==> config.mk <==
export PLATFORM = sky130hd
export DESIGN_NAME = prog_seq_detector
export DESIGN_NICKNAME = d
export VERILOG_FILES = /design/src/rtl/prog_seq_detector.sv
export SDC_FILE = /design/constraint.sdc
export NUM_CORES = 1
export LEC_CHECK = 0
export BUFFER_PORTS_ARGS = -buffer_cell sky130_fd_sc_hd__clkbuf_2
export CORE_MARGIN = 3
export CORE_UTILIZATION = 25
export DETAILED_ROUTE_END_ITERATION = 12
export PLACE_DENSITY = 0.43
export SKIP_CTS_REPAIR_TIMING = 1
export SLEW_MARGIN = 20
export SYNTH_ARGS = -nofsm -noshare
export SYNTH_HDL_FRONTEND = slang
export SYNTH_SLANG_ARGS = --single-unit
==> constraint.sdc <==
create_clock -name clk -period 1.8 [get_ports clk]
set_input_delay 0.18 -clock clk [delete_from_list [all_inputs] [get_ports clk]]
set_output_delay 0.18 -clock clk [all_outputs]
set_load 0.05 [all_outputs]
==> src/rtl/prog_seq_detector.sv <==
// Moore serial-pattern detector with a runtime-loadable pattern and selectable overlap.
// Define MATCH_CNT_EN to add the saturating hit counter (match_cnt, cnt_clr).
module prog_seq_detector #(
   parameter int unsigned      PAT_W       = 5,
   parameter logic [PAT_W-1:0] PAT_DEFAULT = 5'b10101,
   parameter int unsigned      CNT_W       = 8
) (
   input  logic             clk,
   input  logic             rst,
   input  logic             en,
   input  logic             din,
   input  logic             pat_load,
   input  logic [PAT_W-1:0] pat_in,
   input  logic             overlap,
`ifdef MATCH_CNT_EN
   input  logic             cnt_clr,
   output logic [CNT_W-1:0] match_cnt,
`endif
   output logic             match
);

   if (PAT_W < 2 || CNT_W < 1) begin : g_param_check
      $error("prog_seq_detector: PAT_W must be >= 2 and CNT_W >= 1");
   end

   localparam int unsigned      FILL_W    = $clog2(PAT_W + 1);
   localparam logic [FILL_W-1:0] FILL_FULL = FILL_W'(PAT_W);

   // Bit 0 of the encoding is the match output, so match comes straight off a flop.
   typedef enum logic [2:0] {
      EMPTY = 3'b000,
      FILL  = 3'b010,
      FULL  = 3'b100,
      HIT   = 3'b001
   } state_t;

   state_t              state;
   logic [PAT_W-1:0]    pat;
   logic [PAT_W-1:0]    hist;
   logic [FILL_W-1:0]   fill;

   logic [PAT_W-1:0]    hist_n;
   logic [FILL_W-1:0]   fill_n;
   logic                hit;

   function automatic state_t fill_state(input logic [FILL_W-1:0] f);
      if (f == '0)
         return EMPTY;
      else if (f == FILL_FULL)
         return FULL;
      else
         return FILL;
   endfunction

   // NOTE: every variable driven here gets a default first so no latch is inferred.
   always_comb begin
      hist_n = {hist[PAT_W-2:0], din};
      fill_n = (fill == FILL_FULL) ? fill : fill + 1'b1;
      hit    = (fill_n == FILL_FULL) && (hist_n == pat);
   end

   // NOTE: state registers use non-blocking assignments so every flop samples pre-edge values.
   always_ff @(posedge clk or negedge rst) begin
      if (!rst) begin
         pat   <= PAT_DEFAULT;
         hist  <= '0;
         fill  <= '0;
         state <= EMPTY;
      end else if (pat_load) begin
         pat   <= pat_in;
         fill  <= '0;
         state <= EMPTY;
      end else if (en) begin
         hist <= hist_n;
         if (hit) begin
            // Non-overlapping mode discards the history so the next hit needs fresh bits.
            fill  <= overlap ? FILL_FULL : '0;
            state <= HIT;
         end else begin
            fill  <= fill_n;
            state <= fill_state(fill_n);
         end
      end else begin
         state <= fill_state(fill);
      end
   end

   assign match = state[0];

`ifdef MATCH_CNT_EN
   always_ff @(posedge clk or negedge rst) begin
      if (!rst) begin
         match_cnt <= '0;
      end else if (cnt_clr) begin
         match_cnt <= '0;
      end else if (en && !pat_load && hit && (match_cnt != '1)) begin
         match_cnt <= match_cnt + 1'b1;
      end
   end
`endif

endmodule

==> results of run 1 <==
==> flip-flops by register name, summed over array words and instances, names as in the netlist <==
register,cells
pat,5
state,1
hist,4
fill,3
==> cell usage after synthesis <==
master / count / area share, %
dfrtp_1: 10 / 38
mux2_2: 9 / 15
inv_1: 4 / 2.3
xnor2_1: 4 / 5.3
a21oi_1: 3 / 2.3
dfstp_2: 3 / 12
nand2_1: 3 / 1.7
nor2_1: 3 / 1.7
ha_1: 2 / 3.8
nand2b_1: 2 / 1.9
xor2_1: 2 / 2.6
a211oi_1: 1 / 1.1
a21boi_1: 1 / 1.1
a311oi_2: 1 / 2.3
a31oi_1: 1 / 0.94
a41oi_1: 1 / 1.3
and4b_1: 1 / 1.5
buf_4: 1 / 1.1
mux2i_1: 1 / 1.5
nand4_1: 1 / 0.94
nand4b_1: 1 / 1.3
or3_1: 1 / 0.94
==> per-layer routing <==
metal | global-route usage, % | wire [um]
met1 | 11.9 | 543
met2 | 13.2 | 522
met3 | 5.12 | 85
met4 | 1.99 | 0
met5 | 0 | 0
==> power by group <==
part / switching (uW) / internal [uW]
registers: 33.6 / 340
clock network: 97.8 / 82.4
logic: 57.6 / 79.1
==> per-stage QoR <==
| step | setup slack [ns] | power [uW] |
|---|---|---|
| floorplan | 0.218 | 478 |
| global placement | 0.134 | 518 |
| detailed placement | 0.135 | 519 |
| CTS | 0.122 | 709 |
| global route | 0.0318 | 755 |
| finish | 0.143 | 690 |
==> path summary, 6_finish.rpt <==
check	start	endpoint	slack (ns)
worst max-delay path	fill[0]$_DFFE_PN0P_	fill[2]$_DFFE_PN0P_	0.14
worst min-delay path	pat_in[2]	pat[2]$_DFFE_PN1P_	0.13
worst max register to register	fill[0]$_DFFE_PN0P_	fill[2]$_DFFE_PN0P_	0.14
worst min register to register	hist[3]$_DFFE_PN0P_	hist[3]$_DFFE_PN0P_	0.53
max in group asynchronous	rst	pat[4]$_DFFE_PN1P_	1.18
min in group asynchronous	rst	pat[1]$_DFFE_PN0P_	0.32
==> cells by family (layout without fill, tap and decap cells) <==
kind of cell	count (synthesis)	count (layout)	synth area share [%]
AOI/OAI and AO/OA	8	8	9.01
xor gates and xnor gates	6	6	7.88
adders and majority gates	2	2	3.75
buffers and inverters	5	20	3.38
DFF	13	13	49.3
muxes	10	10	16.7
and+or+nand+nor	12	12	9.94
==> final cells by class <==
cell class / instances / area, um^2
clock buffer: 3 / 22.5
fill: 267 / 1710
multi-input combinational: 38 / 315
tap: 30 / 37.5
sequential: 13 / 330
inverter: 4 / 15.0
timing repair buffer: 12 / 65.1
clock inverter: 1 / 5.00
==> results by stage, run 1 <==
STA:
- Setup repair after global routing left no endpoint under its margin.
- Final hold analysis gives a worst-case slack of 0.129 ns.
- The post-route setup TNS is 0 ns.
- The hold violation count in the final report came to 0.
- The transition time of the tightest slew-check pin is 0.330 ns.
- The clock period could shrink to 1.66 ns.
- The count of pins over their slew limit came to 0.
- Setup violations remaining at the end of the flow were counted as 0.
- On the final layout, the worst clock skew is 0.00378 ns.
- The normalized max-slew margin is 78.0%.
- The final cycle utilization of the critical path is 92.1%.
- Timing would allow up to 604 MHz.

Setup path:
- In this design, the stage delay of the slowest critical-path cell is 0.45 ns.
- The cell family contributing the most delay on the critical path is compound AO/OA/AOI/OAI gates.
- The worst setup path is of the flip-flop to flip-flop kind.
- The logic depth of the worst register-to-register path is 4.
- The slowest stage cell on the critical path is dfrtp_2.
- Counting buffers and inverters, the worst setup path is 4 cells deep.
- The count of buffering cells on the critical path with inverters included is 0.
- The critical path goes through ha_1, or3_1, a311oi_2, a41oi_1.
- The launching element type of the critical path is a flip-flop.
- The worst path arrival time is 1.80 ns.
- The kind of capture point of the worst setup path is a flip-flop.
- The critical path required time is 1.94 ns.
- In this run the worst path has a maximum fanout of 7.

Yosys:
- Synthesis produced 56 cells.
- The synthesis-stage register bit count is 13.
- The net count after synthesis is 69.
- A synthesized cell averages 11.9 um^2.
- The combined area of all synthesized cells is 667 um^2.
- The unique cell type count in the Yosys netlist is 22.
- The sequential fraction of the synthesis area is 49.3%.
- The yosys synthesis warning count is 0.

Global routing:
- The via count of the first global-routing pass came to 499.
- Across every metal layer, demand over resource in global routing totals 9.12%.
- The maximum number of pins on one net before global-route repair is 14.
- The initial antenna violation count was 0.
- The wire length of the first global-routing pass is 2260 um.
- Summed over all layers, the global routing overflow is 0.

Floorplanning:
- The initial standard-cell utilization of the core is 26.7%.
- In this run the count of I/O pins placed on the die edge is 12.
- The die covers 0.00332 mm^2.
- The site row count is 18.
- The area of the core is 0.00250 mm^2.
- The x dimension of the die is 57.7 um.
- In this run the vertical extent of the chip is 57.7 um.

Layout:
- The finished cells cover 791 um^2.
- In the final layout, the share of cells above drive strength 1 is 40.8%.
- The finished layout holds 101 standard cells, fillers aside.
- The library cell used most frequently in the layout, excluding fill and tap cells, is clkbuf_2.
- Cells fill 31.6% of the core in the end.
- The number of antenna diodes in the final layout is 0.
- The top cell types in the final layout, fill and taps aside, are 11 x clkbuf_2, 9 x mux2_2, 9 x dfrtp_1.
- At the end of the flow, the number of nets in the layout was 85.
- The area overhead of the layout relative to synthesis is 18.6%.

Routing:
- The number of antenna-violating nets in the routed design is 0.
- The via count of the routed design is 439.
- The length of the first detailed-routing pass in iterations is 2.
- Using the TritonRoute via totals, the vias-per-cell ratio works out to 4.35.
- In the final routed layout, each cell accounts on average for 11.4 um.
- The total routed wirelength is 1150 um.
- The remaining design rule violation count is 0.
- The starting DRC count in detailed routing is 5.

Pwr:
- VDD sags by at most 0.000385 V.
- Dividing total power by cell area gives a power density of 873 mW/mm^2.
- The static leakage power is 0.000357 uW.

Flow run:
- The number of max-cap violations is 0.

Placement:
- In this run, placement finished with an instance count of 96.
- The placement-stage cell area is 752 um^2.
- Detailed placement ended at an HPWL of 900 um.
- In this run the tool buffered the top-level ports with 11 buffer cells.
- The congestion estimate from routability-driven global placement came to 0.711.

Worst hold path:
- The type of the most critical hold path is primary input to flip-flop.
- The worst hold path stage count is 2.

Clock network:
- The deepest clock path buffer count is 2.
- The clock latency on the worst-skew pair is 0.28 ns.
- After clock tree synthesis, the clock-pin slew on the worst setup and hold paths is 0.08 ns.
- Counting every sink on the clock net gives 13.
- The number of buffers inserted during clock tree synthesis is 3.
- The root buffer cell is clkbuf_4.
- The TritonCTS clock tree is built.
- In this run the number of H-tree levels came out at 1.

Outcome:
- The run finished with clean final reports.
Power figures use the tool's default switching activity.
==> run 2: changes to the inputs <==
--- a/config.mk
+++ b/config.mk
@@ -6,7 +6,7 @@
 export NUM_CORES = 1
 export LEC_CHECK = 0
 export BUFFER_PORTS_ARGS = -buffer_cell sky130_fd_sc_hd__clkbuf_2
-export CORE_MARGIN = 3
+export CORE_MARGIN = 2
 export CORE_UTILIZATION = 25
 export DETAILED_ROUTE_END_ITERATION = 12
 export PLACE_DENSITY = 0.43
==> run 2 against run 1 <==
Final cell count up 0.99%. Cell area is 0.79% higher. Wire length is 2.3% lower. Sequential share of layout area shrank 0.33 points. Clock power is 3% lower. First-iteration DRC count down 60%. Clock-buffer cell count up 1. Worst hold slack improved by 0.0040 ns. Clock skew shrank 0.0021 ns. Largest cell class unchanged. Largest power group unchanged.
==> results by stage, run 2 (synthesis gave the netlist of run 1 again) <==
Setup path:
- The critical path in this run is classified as flip-flop to flip-flop.
- The worst setup path is captured at a flip-flop.
- Among all stages on the critical path, the largest delay is contributed by dfrtp_2.
- The cell family contributing the most delay on the critical path is simple AND/OR/NAND/NOR gates.
- For the worst flop-to-flop path, the logic depth is 4.
- The launching element type of the critical path is a flip-flop.
- The startpoint identified for the worst register-to-register timing path is fill[0]$_DFFE_PN0P_.
- Along the worst path, the maximum fanout reaches 7.
- Data on the critical path is required at its endpoint by 2.01 ns.
- The worst path arrival time is 1.91 ns.
- Walking the worst path, the cells encountered are ha_1, or3_1, a311oi_2, and4b_1.
- The number of buffers and inverters on the critical path is 0.
- In this design, the stage delay of the slowest critical-path cell is 0.45 ns.
- The capture instance of the worst register-to-register path is state[0]$_DFF_PN0_.
- In this run the register-to-register setup slack is 0.10 ns.

Flow run:
- The number of max-cap violations is 0.

Worst hold path:
- The type of the most critical hold path is primary input to flip-flop.
- The destination of the worst hold path is pat[2]$_DFFE_PN1P_.
- The worst hold path stage count is 2.
- The startpoint identified for the worst hold timing path is pat_in[2].

Routing:
- For this block, the via count after detailed routing is 459.
- Wires add up to 1130 um.
- The remaining design rule violation count is 0.
- The detail route stage leaves a number of antenna-violating nets equal to 0.
- The starting DRC count in detailed routing is 2.
- The length of the first detailed-routing pass in iterations is 3.
- The average wire per cell in the routed design is 11.0 um.
- After detailed routing, the number of vias per cell comes to 4.50.

Layout:
- The number of nets in the layout is 86.
- The sequential cells in the finished layout cover a total of 330 um^2.
- The flip-flop count of the largest register, all copies and words added is 5.
- The register bank with the most flops is pat.
- The library cell used most frequently in the layout, excluding fill and tap cells, is clkbuf_2.
- After filler insertion, the fill cell instance count of the layout stands at 258.
- Leaving out fill and tap cells, the most frequent cells in the layout are 11 x clkbuf_2, 9 x mux2_2, 9 x dfrtp_1.
- The number of antenna diodes in the final layout is 0.
- The largest registers in the layout are pat x5, hist x4, fill x3.
- The area overhead of the layout relative to synthesis is 19.5%.
- The share of final-layout standard cells stronger than drive strength 1 is 40.3%.
- The multi-input combinational cell area is 315 um^2.

Floorplanning:
- The die outline area is 0.00310 mm^2.
- The die height is 55.7 um.
- The number of top-level design ports is 12.
- In this run the standard cell core region covers 0.00250 mm^2.
- The floorplan has 18 rows.
- Once the floorplan was initialized, standard cells occupied 26.7% of the core.
- The die is 55.7 um wide.

Clock network:
- The TritonCTS clock tree is built.
- The later pin in the worst-skew pair is clocked with a latency of 0.27 ns.
- The tree is rooted in a clkbuf_4.
- The deepest clock path buffer count is 2.
- Clock tree synthesis inserted a total of 3 buffers.
- The register clock-pin slew on the reported worst setup and hold paths is 0.07 ns.
- The maximum level of the CTS H-tree is 1.
- The number of sinks on the clock net is 13.

STA:
- The hold violation count in the final report was 0.
- The number of setup violations in the final report is 0.
- The count of pins over their slew limit is 0.
- The post-route worst setup slack is 0.101 ns.
- After layout, the worst path uses 94.4% of the clock period.
- The worst setup skew after layout is 0.00166 ns.
- For the finished layout, the period the worst path requires is 1.70 ns.
- For the pin with the worst max-slew slack, the measured transition is 0.329 ns.
- The highest clock frequency the design can meet is 589 MHz.
- The normalized max-slew margin is 78.1%.
- Setup total negative slack on the finished layout was measured at 0 ns.

Global routing:
- The combined global-route utilization of all metal layers is 8.24%.
- The first global-routing pass estimated 1970 um of wire.
- The via count of the first global-routing pass was 453.
- The total overflow left after global routing is 0.
- The initial antenna violation count is 0.
- Entering global routing, the biggest net connects 14 pins.

Placement:
- The congestion estimate from routability-driven global placement came to 0.686.
- Input and output buffers added on the ports amount to 11.
- The worst setup timing slack at the placement stage is 0.125 ns.
- The wire-length estimate of the detail-placed layout is 848 um.

Pwr:
- The power per cell area is 865 mW/mm^2.
- The highest ir drop seen on vdd is 0.000542 V.
- The static leakage power is 0.000359 uW.

Outcome:
- The flow ran to the end, and the final reports show no timing, DRC or antenna violations.
[run 2: cell types whose count changed in the layout (fill, tap and decap cells not counted), sizes merged]
cell / delta
clkbuf: +1
buf: +1
clkinv: -1
[run 2: area by class of cell]
| type | count | share of cell area, % |
|---|---|---|
| clock buffer | 4 | 3.30 |
| inverter | 4 | 1.88 |
| multi-input combinational | 38 | 39.6 |
| timing repair buffer | 13 | 9.11 |
| sequential | 13 | 41.4 |
| tap | 30 | 4.71 |
[run 2: worst reg2reg max path, stage by stage (launching register included)]
cell and delay (ns):
dfrtp_2 0.45, ha_1 0.26, or3_1 0.37, a311oi_2 0.33, and4b_1 0.23
[run 2: routing by layer]
layer	routed length [um]	track usage, %	vias to the layer above
met5	0	0	-
met4	34	5.23	0
met3	65	3.26	4
met2	516	12.2	10
met1	509	9.87	215
li1	-	-	230
[run 2: stage by stage]
step | total power, uW | cells | cell area [um^2] | hold slack, ns | utilization (%)
floorplan | 478 | 56 | 667 | -0.116 | -
global placement | 519 | 96 | 752 | 0.101 | 30.1
detailed placement | 519 | 96 | 752 | 0.0996 | 30.1
CTS | 703 | 100 | 778 | -0.208 | 31.1
global route | 745 | 102 | 797 | 0.132 | 31.9
finish | 690 | 102 | 797 | 0.133 | 31.9
[run 2: worst max path at each step]
stage | startpoint | to | slack, ns | cells past startpoint
detailed placement | fill[0]$_DFFE_PN0P_ | state[0]$_DFF_PN0_ | 0.13 | 4
floorplan | fill[0]$_DFFE_PN0P_ | fill[2]$_DFFE_PN0P_ | 0.22 | 4
global route | fill[0]$_DFFE_PN0P_ | state[0]$_DFF_PN0_ | -0.01 | 4
global placement | fill[0]$_DFFE_PN0P_ | fill[2]$_DFFE_PN0P_ | 0.12 | 4
finish | fill[0]$_DFFE_PN0P_ | state[0]$_DFF_PN0_ | 0.10 | 4
CTS | fill[0]$_DFFE_PN0P_ | state[0]$_DFF_PN0_ | 0.11 | 4
[run 2: report_power, final]
| part | internal [uW] | switching [uW] | leakage [uW] | total (uW) |
|---|---|---|---|---|
| Clock | 85.9 | 89.4 | 0.0000150 | 175 |
| Combinational | 81.8 | 58.7 | 0.000189 | 141 |
| Sequential | 340 | 34.1 | 0.000155 | 374 |
